===== src/rtl/mux_arb_pkg.sv =====
// Shared types and helpers for the round-robin mux arbiter.
package mux_arb_pkg;

    typedef enum logic [0:0] {IDLE, GRANT} state_t;

    localparam int unsigned DEF_N           = 8;
    localparam int unsigned DEF_SLOT_CYCLES = 4;
    localparam int unsigned MAX_N           = 32;

    // Callers size-cast the result down to their own requester count.
    function automatic logic [MAX_N-1:0] onehot(input int unsigned idx);
        onehot      = '0;
        onehot[idx] = 1'b1;
    endfunction

endpackage


===== src/rtl/rr_pick.sv =====
// Combinational round-robin picker: first set request bit at or after ptr, wrapping mod N.
module rr_pick #(
    parameter int unsigned N = 8
) (
    input  logic [N-1:0]         req,
    input  logic [$clog2(N)-1:0] ptr,
    output logic                 found,
    output logic [$clog2(N)-1:0] idx
);

    localparam int unsigned W = $clog2(N);

    always_comb begin
        logic [W-1:0] cand;
        cand  = '0;
        found = |req;
        idx   = ptr;
        // Walk offsets from farthest to nearest so the nearest set bit wins;
        // N is a power of two, so W-bit addition wraps for free.
        for (int i = N - 1; i >= 0; i--) begin
            cand = ptr + W'(i);
            if (req[cand]) idx = cand;
        end
    end

endmodule


===== src/rtl/mux_rr_arbiter.sv =====
// Round-robin arbiter driving the select of a shared N-to-1 mux, with per-grant slot timeout
// and a mandatory idle cycle between grants.
module mux_rr_arbiter
    import mux_arb_pkg::*;
#(
    parameter int unsigned N           = DEF_N,
    parameter int unsigned SLOT_CYCLES = DEF_SLOT_CYCLES
) (
    input  logic                 clk,
    input  logic                 reset_n,
    input  logic [N-1:0]         req,
    output logic [$clog2(N)-1:0] sel,
    output logic [N-1:0]         grant,
    output logic                 valid
);

    localparam int unsigned W  = $clog2(N);
    localparam int unsigned CW = $clog2(SLOT_CYCLES) + 1;

    state_t         state_q, state_d;
    logic [W-1:0]   sel_q, sel_d;
    logic [N-1:0]   grant_q, grant_d;
    logic           valid_q, valid_d;
    logic [W-1:0]   ptr_q, ptr_d;
    logic [CW-1:0]  cnt_q, cnt_d;

    logic           pick_found;
    logic [W-1:0]   pick_idx;

    rr_pick #(
        .N (N)
    ) u_rr_pick (
        .req   (req),
        .ptr   (ptr_q),
        .found (pick_found),
        .idx   (pick_idx)
    );

    always_comb begin
        state_d = state_q;
        sel_d   = sel_q;
        grant_d = '0;
        valid_d = 1'b0;
        ptr_d   = ptr_q;
        cnt_d   = cnt_q;
        unique case (state_q)
            IDLE: begin
                if (pick_found) begin
                    state_d = GRANT;
                    sel_d   = pick_idx;
                    grant_d = N'(onehot(32'(pick_idx)));
                    valid_d = 1'b1;
                    cnt_d   = '0;
                end
            end
            GRANT: begin
                // Drop and timeout on the same cycle collapse into one release.
                if (!req[sel_q] || cnt_q == CW'(SLOT_CYCLES - 1)) begin
                    state_d = IDLE;
                    ptr_d   = sel_q + W'(1);
                end else begin
                    grant_d = grant_q;
                    valid_d = 1'b1;
                    cnt_d   = cnt_q + CW'(1);
                end
            end
            default: state_d = IDLE;
        endcase
    end

    always_ff @(posedge clk) begin
        if (!reset_n) begin
            state_q <= IDLE;
            sel_q   <= '0;
            grant_q <= '0;
            valid_q <= 1'b0;
            ptr_q   <= '0;
            cnt_q   <= '0;
        end else begin
            state_q <= state_d;
            sel_q   <= sel_d;
            grant_q <= grant_d;
            valid_q <= valid_d;
            ptr_q   <= ptr_d;
            cnt_q   <= cnt_d;
        end
    end

    assign sel   = sel_q;
    assign grant = grant_q;
    assign valid = valid_q;

endmodule

===== config.mk =====
export PLATFORM = sky130hd
export DESIGN_NAME = mux_rr_arbiter
export DESIGN_NICKNAME = d
export VERILOG_FILES = /design/src/rtl/mux_arb_pkg.sv /design/src/rtl/rr_pick.sv /design/src/rtl/mux_rr_arbiter.sv
export SDC_FILE = /design/constraint.sdc
export NUM_CORES = 1
export LEC_CHECK = 0
export CORE_MARGIN = 10
export CORE_UTILIZATION = 45
export CTS_CLUSTER_DIAMETER = 80
export DETAILED_ROUTE_END_ITERATION = 10
export PLACE_DENSITY = 0.75
export SLEW_MARGIN = 20
export SYNTH_ARGS = -nofsm -noshare
export SYNTH_HDL_FRONTEND = slang
export SYNTH_HIERARCHICAL = 1
export SYNTH_SLANG_ARGS = --single-unit

===== constraint.sdc =====
create_clock -name clk -period 3.4 [get_ports clk]
set_clock_uncertainty 0.05 [all_clocks]
set_input_delay 0.68 -clock clk [delete_from_list [all_inputs] [get_ports clk]]
set_output_delay 0.68 -clock clk [all_outputs]
set_load 0.01 [all_outputs]

==> results.toml, run 1 <==
[setup_path]
max_stage_delay_ns = 0.56
critPathBufInv = 2
r2r_end = "grant[2]"
cp-start-kind = "input port"
r2r_cells = 9
cp-end-kind = "register"
reg2reg_from = "ptr_q[1]"
crit_chain = "clkdlybuf4s50_1 -> mux4_2 -> mux2i_1 -> and2b_1 -> buf_4 -> a2111oi_4 -> o311ai_1 -> nand2b_1 -> o22ai_1"
cp_top_family = "multiplexers"
crit_type = "input port to register"
startpoint = "req[2]"
critPathSlowestCell = "mux4_2"
worstPathArrival_ns = 3.25
cp_max_fo = 7
rrSetupSlack_ns = 0.55
required_ns = 3.53

[worst_hold_path]
hold_end = "grant[5]"
hp-start = "grant[5]"
hold_class = "register to register"
hold_depth = 2

[global_routing]
antenna_found_initial = 0
grt_pass1_wl_um = 6940
grt.overflow.total = 0
track_usage_pct = 12.5
grt_pass1_vias = 1510
grt_max_degree = 23

[yosys]
syn-num-nets = 202
synth-adder-area-share_pct = 3.58
synth-simple-area-share_pct = 19.3
synth.area.mux_share_pct = 27.8
synth_top_area_share_pct = 20.6
ys_top_cells_by_area = "dfxtp_1 (21%), mux4_2 (12%), mux2i_1 (8.0%), nand2_1 (6.0%), ha_1 (3.6%)"
ys_ff_latch = 18
yosysSeqAreaShare_pct = 20.6
ys_warn_count = 6
netlist_area_um2 = 1750
synth_top_family_by_area = "multiplexers"
yosysUniqueCellTypes = 54
synth_xor_area_share_pct = 2.44
synthArstFlopShare_pct = 0
ys.flop_type = "dfxtp_1"
yosysTopAreaCell = "dfxtp_1"
synth_edf_count = 0
syn_inst = 187
syn_area_per_cell_um2 = 9.33
synth-compound-area-share_pct = 19.3

[floorplanning]
coreArea_um2 = 3720
fp-row-count = 22
ios = 22
chipHeight_um = 82.3
dieArea_um2 = 6770
die_w_um = 82.3
initial_core_util_pct = 47.0

[sta]
slew_headroom_pct = 63.5
period_share_pct = 91.9
drv_slew = 0
rsz0062_at_grt = "no"
report.final.hold_viol_count = 0
fmax_mhz = 320
min_period_ns = 3.12
worstMarginPinSlew_ns = 0.547
finalSetupViolCount = 0
tns_ns = 0

[clocking]
cts_hold_buffers = 0
root_buffer = "clkbuf_8"
h-tree-depth = 1
post_cts_resized = 0
cts_tree = "yes"
cts_made_buffers = 3
cts_sinks = 18
path_clk_slew_ns = 0.07
clock_tree.buffer_depth = 2
insertion_delay_ns = 0.25
postCtsSetupRepairBufs = 0

[route]
drt_iter0_drc = 66
drc = 0
ant_nets = 0
via_count = 1535
firstDrtPassIters = 4
wl_per_cell_um = 15.2
drt-vias-per-instance = 5.86
finalWirelength_um = 3980

[finish]
fin_area_um2 = 2080
nets = 230
syn2layout_area_growth_pct = 19.4
final_common_cell = "nand2_1"
final_util_pct = 56.1
drive_gt1_share_pct = 19.2
diodes = 0
mostFrequentLayoutCells = "nand2_1 (28), clkdlybuf4s50_1 (21), dfxtp_1 (18), mux2i_1 (14), buf_4 (13)"

[run]
maxCapViolations = 0

[power]
pwr-share-seq_pct = 21.2
peakVddDrop_v = 0.000465
power_frac_clock_pct = 11.2
p_comb_share_pct = 67.6
p_leak_nw = 0.761
internal_power_mw = 0.884
p_sw_mw = 0.663
switching_share_pct = 42.8
p_per_area_nw_per_um2 = 742

[placed_design]
dpl.hpwl_um = 3090
routabilityCongestion = 0.872
io_buffers = 21
postPlaceCellArea_um2 = 2030

[outcome]
status = "finished clean"
state kept, by name, summed over array words and instances, names as in the netlist:
register,count
ptr_q,3
valid,1
grant,8
cnt_q,3
sel,3
final cells by class:
type                       instances  area (um2)
tap                               48        60.1
inverter                          10        37.5
fill                             347        1630
timing repair buffer              34         308
sequential                        18         360
clock buffer                       4        55.1
multi-input combinational        148        1260
metrics by stage:
stage | setup WS, ns | total power, mW | hold slack [ns] | cells
after CTS | 0.274 | 1.55 | 0.422 | 262
after floorplan | 0.192 | 1.13 | 0.381 | 187
after global placement | 0.0256 | 1.37 | 0.408 | 258
after global routing | 0.0922 | 1.67 | 0.444 | 262
after detailed placement | 0.0414 | 1.38 | 0.411 | 258
final | 0.275 | 1.55 | 0.419 | 262
per-layer routing:
| metal | up-vias | GRT usage (%) | wire, um |
|---|---|---|---|
| met5 | - | 0 | 0 |
| met4 | 0 | 2.04 | 35 |
| met3 | 4 | 3.56 | 212 |
| met2 | 31 | 20.8 | 1980 |
| met1 | 733 | 16.0 | 1750 |
| li1 | 767 | - | - |
Yosys cell counts (2+ instances only):
cell type and count:
nand4_1 3, mux4_1 2, o211ai_1 2, o21ai_0 2, a221oi_2 2, nand3_1 5, mux2i_1 14, o21ai_1 3
a211oi_1 5, nor4_1 2, nand2_1 28, a22o_1 2, nand3b_1 2, ha_1 5, mux4_2 9, mux2_2 4
nor2_1 6, inv_1 10, a21oi_1 6, dfxtp_1 18, clkbuf_1 4, mux2i_4 2, xor2_1 2, a22oi_1 2
o22ai_1 10, buf_6 5, nor2b_1 2, and2b_1 2, nand2b_1 3
how the worst max path moves through the flow:
| stage | endpoint | slack (ns) | cells after the start |
|---|---|---|---|
| 4_1_cts | grant[2] | 0.27 | 9 |
| 2_1_floorplan | grant[1] | 0.19 | 13 |
| 5_1_grt | grant[2] | 0.09 | 9 |
| 3_5_place_dp | grant[0] | 0.04 | 9 |
| 3_3_place_gp | grant[6] | 0.03 | 9 |
| 6_report | grant[2] | 0.28 | 9 |
kinds of logic after synthesis:
kind of cell / count (synthesis)
XOR/XNOR: 4
AO/OA/AOI/OAI: 44
multiplexers: 31
buffers and inverters: 21
flip-flops: 18
adder cells (fa/ha/maj): 5
AND/OR/NAND/NOR: 64
power groups by stage:
stage	Sequential (mW)	Clock (mW)	Combinational (mW)
2_1_floorplan	0.325	0	0.808
3_3_place_gp	0.333	0	1.03
3_5_place_dp	0.334	0	1.04
4_1_cts	0.330	0.174	1.05
5_1_grt	0.338	0.184	1.15
6_report	0.329	0.173	1.05
tightest hold or removal path, stage by stage (launching register included):
cell and delay, ns:
dfxtp_1 0.31, nand2_1 0.05, o22ai_1 0.06
(Power assumes the default switching activity.)
==> run 2, diff against run 1 <==
==> constraint.sdc (replaced) <==
create_clock -name clk -period 3.4 [get_ports clk]
set_clock_uncertainty 0.05 [all_clocks]
set_input_delay 0.85 -clock clk [delete_from_list [all_inputs] [get_ports clk]]
set_output_delay 0.85 -clock clk [all_outputs]
set_load 0.01 [all_outputs]
==> results.toml, run 2 (synthesized netlist as in run 1, its figures left out) <==
[sta]
drv_slew = 0
tns_ns = 0
setup_slack_ns = 0.144
fmax_mhz = 307
rsz0062_at_grt = "no"
whs_ns = 0.421
min_period_ns = 3.26
finalSetupViolCount = 0
worstMarginPinSlew_ns = 0.528
report.final.hold_viol_count = 0
period_share_pct = 95.8
slew_headroom_pct = 64.7

[floorplanning]
initial_core_util_pct = 47.0
ios = 22
dieArea_um2 = 6770
chipHeight_um = 82.3
die_w_um = 82.3
fp-row-count = 22
coreArea_um2 = 3720

[power]
pwr-share-seq_pct = 20.4
switching_share_pct = 43.1
peakVddDrop_v = 0.000464
internal_power_mw = 0.910
p_leak_nw = 0.790
p_sw_mw = 0.690
p_comb_share_pct = 68.6
power_frac_clock_pct = 11.0
p_per_area_nw_per_um2 = 752

[clocking]
path_clk_slew_ns = 0.07
root_buffer = "clkbuf_8"
h-tree-depth = 1
cts_tree = "yes"
cts_made_buffers = 3
clock_tree.buffer_depth = 2
insertion_delay_ns = 0.26
cts_hold_buffers = 0
postCtsSetupRepairBufs = 0
post_cts_resized = 0
cts_sinks = 18

[route]
drt-vias-per-instance = 6.00
ant_nets = 0
firstDrtPassIters = 4
drc = 0
via_count = 1609
wl_per_cell_um = 15.6
drt_iter0_drc = 111
finalWirelength_um = 4190

[worst_hold_path]
hold_class = "register to register"
hp-start = "grant[5]"

[setup_path]
max_stage_delay_ns = 0.55
cp_max_fo = 6
reg2reg_from = "ptr_q[0]"
crit_chain = "clkdlybuf4s50_1 -> mux4_2 -> nor2b_1 -> a211oi_1 -> a22oi_1 -> o211ai_1 -> a221oi_2 -> or3_1 -> o22ai_1"
startpoint = "req[6]"
cp-start-kind = "input port"
crit_type = "input port to register"
worstPathArrival_ns = 3.39
required_ns = 3.53
cp-end-kind = "register"
critPathSlowestCell = "mux4_2"

[placed_design]
io_buffers = 21
dpl.hpwl_um = 3260
pre_cts_slack_ns = -0.0966
postPlaceCellArea_um2 = 2070
routabilityCongestion = 0.849
dpl.cell_count = 264

[finish]
mostFrequentLayoutCells = "nand2_1 (28), clkdlybuf4s50_1 (21), buf_4 (19), dfxtp_1 (18), mux2i_1 (14)"
largest_register_ffs = 8
finalNonFillerCells = 268
drive_gt1_share_pct = 21.4
syn2layout_area_growth_pct = 22.0
fill_cells = 351
nets = 236
final_common_cell = "nand2_1"
diodes = 0
fin_area_um2 = 2130

[run]
maxCapViolations = 0

[global_routing]
grt_max_degree = 23
track_usage_pct = 13.0
grt_pass1_vias = 1564
grt.overflow.total = 0
grt_pass1_wl_um = 7180
antenna_found_initial = 0

[outcome]
status = "finished clean"
==> run 2: changes by cell type in the layout (fill, tap and decap cells not counted), sizes merged <==
cell,change
buf,+6
==> run 2: layout make-up <==
| class | count | area [um2] | share of cell area (%) |
|---|---|---|---|
| multi-input cells | 148 | 1260 | 59.3 |
| flip-flops and latches | 18 | 360 | 16.9 |
| inverters | 10 | 37.5 | 1.76 |
| well taps | 48 | 60.1 | 2.82 |
| clock buffers | 4 | 55.1 | 2.59 |
| repair buffers | 40 | 353 | 16.6 |
==> run 2: worst paths after layout <==
kind / to / slack, ns / cells after the start
setup / recovery: grant[0] / 0.14 / 9
hold / removal: grant[5] / 0.42 / 2
setup reg to reg: grant[0] / 0.52 / 11
hold reg to reg: grant[5] / 0.42 / 2
==> run 2: critical path: cells and delay by family <==
family,cells,cell delay [ns]
buffers and inverters,1,0.51
AND/OR/NAND/NOR,2,0.55
multiplexers,1,0.55
AO/OA/AOI/OAI,5,0.93
==> run 2: through the flow <==
| step | utilization [%] | power [mW] |
|---|---|---|
| 3_3_place_gp | 55.8 | 1.40 |
| 3_5_place_dp | 55.8 | 1.42 |
| 2_1_floorplan | - | 1.13 |
| 5_1_grt | 57.3 | 1.71 |
| 6_report | 57.3 | 1.60 |
| 4_1_cts | 57.3 | 1.60 |
==> run 2: metal layers <==
layer | GRT usage (%) | wire length (um) | up-vias
met5 | 0 | 0 | -
met1 | 16.5 | 1860 | 777
li1 | - | - | 777
met2 | 21.7 | 2060 | 53
met4 | 1.70 | 11 | 0
met3 | 3.78 | 259 | 2
==> run 2: power groups by stage <==
| stage | combinational (mW) | clock [mW] | sequential (mW) |
|---|---|---|---|
| floorplan | 0.808 | 0 | 0.325 |
| global placement | 1.07 | 0 | 0.332 |
| detailed placement | 1.09 | 0 | 0.331 |
| CTS | 1.09 | 0.176 | 0.328 |
| global route | 1.19 | 0.185 | 0.337 |
| finish | 1.10 | 0.177 | 0.326 |
==> RTL change 1, RTL diff (flow settings as in run 2) <==
Set the package constant `DEF_N` to 16 (it was 8).
--- a/src/rtl/mux_arb_pkg.sv
+++ b/src/rtl/mux_arb_pkg.sv
@@ -3,7 +3,7 @@
 
     typedef enum logic [0:0] {IDLE, GRANT} state_t;
 
-    localparam int unsigned DEF_N           = 8;
+    localparam int unsigned DEF_N           = 16;
     localparam int unsigned DEF_SLOT_CYCLES = 4;
     localparam int unsigned MAX_N           = 32;
 
Interface: changed (resized grant, req and sel); port bits go from 22 to 39. The function was not compared with the original's and may differ.
==> RTL change 1 against run 2 <==
- the run now ends with negative setup slack left
- cell count grew 140%
- synthesized area grew 100%
- total power grew 71%
- setup slack lost 0.21 ns
- cell area grew 140%
- die area grew 76%
- routed wire length grew to 3.0 times the old value
- sequential cell count grew 10
- largest cell class unchanged
- largest power group unchanged
- highest routed layer unchanged
==> RTL change 1: results <==
status:
  outcome: "finished with violations"
  violations: "negative setup slack"
synth:
  synthMuxAreaShare_pct: 35.7
  synth_compound_area_share_pct: 21.7
  synth.top_cells.by_area: "mux4_2, dfxtp_1, mux2i_1, nand2_1, mux2_2"
  synth_xor_area_share_pct: 4.13
  synth_cell_types: 58
  synth_fa_ha_area_share_pct: 3.50
drt:
  via_per_inst: 6.39
  routedWlPerCell_um: 20.1
finish:
  fin_nets: 558
  drive_gt1_share_pct: 43.9
  largest_reg_flops: 16
  instances_no_fill: 630
placement:
  place_area_sq_um: 4810
  place_congestion: 0.943
  place_inst: 611
timing:
  setup_ws_ns: -0.0689
  setup_viol: 11
  hold-worst-slack_ns: 0.423
grt:
  grt_pass1_vias: 3830
  grtUsageTotal_pct: 19.8
  grt_pass1_wl_um: 19300
  grt_max_degree: 24
pwr:
  ir_drop_uv: 416
  p_leak_nw: 2.09
hold_path:
  min-delay-start: "grant[15]"
  min_to: "grant[15]"
critical_path:
  crit_path_max_incr_delay_ns: 0.59
  worstPathArrival_ns: 3.58
  r2r_setup_slack_ns: -0.01
  cp_max_fo: 7
cts:
  cts.reportedPaths.clkPinSlew_ns: 0.09
==> RTL change 1: changes by cell type in the layout (fill, tap and decap cells not counted), sizes merged, moves of 9 or more <==
cell,run 2,this run
a21oi,6,17
a22o,2,13
mux4,11,34
buf,19,132
dfxtp,18,28
nor2,6,30
mux2,4,13
mux2i,16,36
o21ai,5,16
nand2,29,43
xnor2,2,11
==> RTL change 1: what timing repair did <==
action                                  in CTS  in global routing
pin swaps                                    7                  9
endpoints found under the setup margin      20                 19
setup buffers                                4                 12
resized for setup                           80                 57
==> RTL change 1: cell type report <==
class	instances	area [sq um]
multi-input cells	331	3080
clock buffers	3	41.3
inverters	12	50.0
repair buffers	154	1280
well taps	102	128
fillers	563	2580
flip-flops and latches	28	566
==> RTL change 1: cell families (layout without fill, tap and decap cells) <==
family / count (synthesis) / count (layout)
AND/OR/NAND/NOR: 115 / 115
AO/OA/AOI/OAI: 107 / 107
multiplexers: 83 / 83
buffers and inverters: 33 / 169
flip-flops: 28 / 28
XOR/XNOR: 16 / 16
adder cells (fa/ha/maj): 10 / 10
==> RTL change 1: how the worst max path moves through the flow <==
stage               startpoint        to  slack [ns]  cells after the start
floorplan             ptr_q[1]  grant[9]       -0.24                     15
global placement        req[1]  grant[5]       -0.72                     10
detailed placement     req[14]  grant[4]       -0.77                     13
CTS                    req[12]  grant[8]       0.002                     12
global route            req[2]  grant[9]       -0.13                     10
finish                  req[9]  grant[9]       -0.07                     10
==> RTL change 1: metal layers <==
| metal | global-route usage [%] | wire length [um] | share of wire, % | vias up |
|---|---|---|---|---|
| li1 | - | - | - | 1810 |
| met1 | 25.0 | 5120 | 40 | 1938 |
| met2 | 33.5 | 6160 | 49 | 243 |
| met3 | 4.42 | 1100 | 8.7 | 32 |
| met4 | 4.43 | 296 | 2.3 | 0 |
| met5 | 0 | 0 | 0 | - |
==> RTL change 1: stage by stage <==
| step | setup TNS [ns] | utilization [%] | worst slack (ns) |
|---|---|---|---|
| 4_1_cts | 0 | 62.8 | 0.00232 |
| 3_5_place_dp | -14.10 | 62.2 | -0.774 |
| 6_report | -0.265 | 66.6 | -0.0689 |
| 2_1_floorplan | -2.38 | - | -0.241 |
| 3_3_place_gp | -12.75 | 62.2 | -0.719 |
| 5_1_grt | -1.54 | 66.6 | -0.133 |
==> RTL change 1: report_power, final <==
group | switching, mW | leakage (nW) | total [mW] | internal, mW
registers | 0.0445 | 0.228 | 0.406 | 0.362
clock network | 0.0952 | 0.0216 | 0.175 | 0.0794
logic | 1.08 | 1.84 | 2.16 | 1.07
total | 1.22 | 2.09 | 2.74 | 1.51
==> RTL change 2, RTL diff (flow settings as in run 2) <==
Made on the original files. Reset style: asynchronous (`reset_n`), changed in one clocked block.
--- a/src/rtl/mux_rr_arbiter.sv
+++ b/src/rtl/mux_rr_arbiter.sv
@@ -68,7 +68,7 @@
         endcase
     end
 
-    always_ff @(posedge clk) begin
+    always_ff @(posedge clk or negedge reset_n) begin
         if (!reset_n) begin
             state_q <= IDLE;
             sel_q   <= '0;
Function: differs if reset_n is asserted again (counterexample within 4 cycles, from zero or initial values and one cycle with reset_n low); with reset_n held inactive, the same outputs for 10 cycles.
==> RTL change 2 against run 2 <==
- routed wire length increased by 6.0%
- synthesized area decreased by 1.2%
- highest routed layer unchanged
- setup slack got worse by 0.066 ns
- cell area increased by 3.0%
- sequential cell count unchanged
- critical endpoint is now grant[2]
- die area decreased by 0.92%
- fmax decreased by 2.0%
- cell count decreased by 7.8%
Power is left out: the tool's default activity adds up to more than one toggle a clock period on the data nets, which glitch-free logic cannot reach.
==> RTL change 2: results <==
synth:
  syn_nets: 176
  synth.top_cells.by_area: "dfrtp_1, mux4_2, mux2i_1, ha_1, nand2_1"
  syn_inst: 161
  ys_seq_area_share_pct: 26.1
  ys_async_sr_fraction_pct: 100
  ys.flop_type: "dfrtp_1"
  ys_top_cells_by_count: "dfrtp_1, nand2_1, mux2i_1"
  synth_cell_types: 53
critical_path:
  r2r-end: "grant[2]"
  reg2reg_from: "ptr_q[0]"
  crit_cells: 10
  r2r_setup_slack_ns: 0.52
  critical_path.top_delay_family: "multiplexers"
finish:
  n_all_buffers: 44
  clk_share_pct: 2.51
  multi_input_area_share_pct: 55.0
  drive_gt1_share_pct: 30.2
  instances_no_fill: 247
  fin_nets: 215
  seqCellArea_sq_um: 450
  design.seq.count: 18
  n_all_inverters: 10
  nonClkBufAreaFrac_pct: 17.5
  n_fill_cell: 323
  largest_reg_flops: 8
  seqAreaFraction_pct: 20.5
  multi_input_cells: 123
  diodes: 0
placement:
  dpl.hpwl_um: 3410
  place_area_sq_um: 2090
  place_inst: 243
  portBuffers: 21
  pre_cts_ws_ns: -0.288
  place_congestion: 0.878
timing:
  slew_headroom_pct: 45.0
  setup_ws_ns: 0.0784
  hold-worst-slack_ns: 0.437
hold_path:
  min_path_type: "reg2reg"
  min_path_cells: 1
  min-delay-start: "cnt_q[0]"
  min_to: "cnt_q[0]"
status:
  outcome: "completed"
drt:
  vias: 1510
  drtIter0Drc: 94
  wl_um: 4440
  dr.pass1.iters: 5
cts:
  ctsResizeCount: 3
grt:
  grt_max_degree: 22
  grt_pass1_wl_um: 7510
  grt_pass1_vias: 1584
  grtUsageTotal_pct: 13.7
die:
  core_area_sq_um: 3690
==> RTL change 2: changes by cell type in the layout (fill, tap and decap cells not counted), sizes merged, moves of 6 or more <==
| cell | delta |
|---|---|
| a32o | +6 |
| dfrtp | +18 |
| dfxtp | -18 |
| nand2 | -12 |
| nand3 | -6 |
| o22ai | -8 |
==> RTL change 2: logic make-up (layout without fill, tap and decap cells) <==
| kind of cell | after synthesis | after routing | synth area share, % |
|---|---|---|---|
| adder cells (fa/ha/maj) | 5 | 5 | 3.63 |
| multiplexers | 34 | 34 | 30.0 |
| flip-flops | 18 | 18 | 26.1 |
| XOR/XNOR | 4 | 4 | 2.47 |
| AND/OR/NAND/NOR | 43 | 43 | 13.1 |
| buffers and inverters | 20 | 58 | 6.39 |
| AO/OA/AOI/OAI | 37 | 37 | 18.3 |
==> RTL change 2: routing by layer <==
layer,routed length (um),track usage (%)
met5,0,0
met4,69,3.40
met3,228,2.40
met2,2340,25.0
met1,1800,16.2
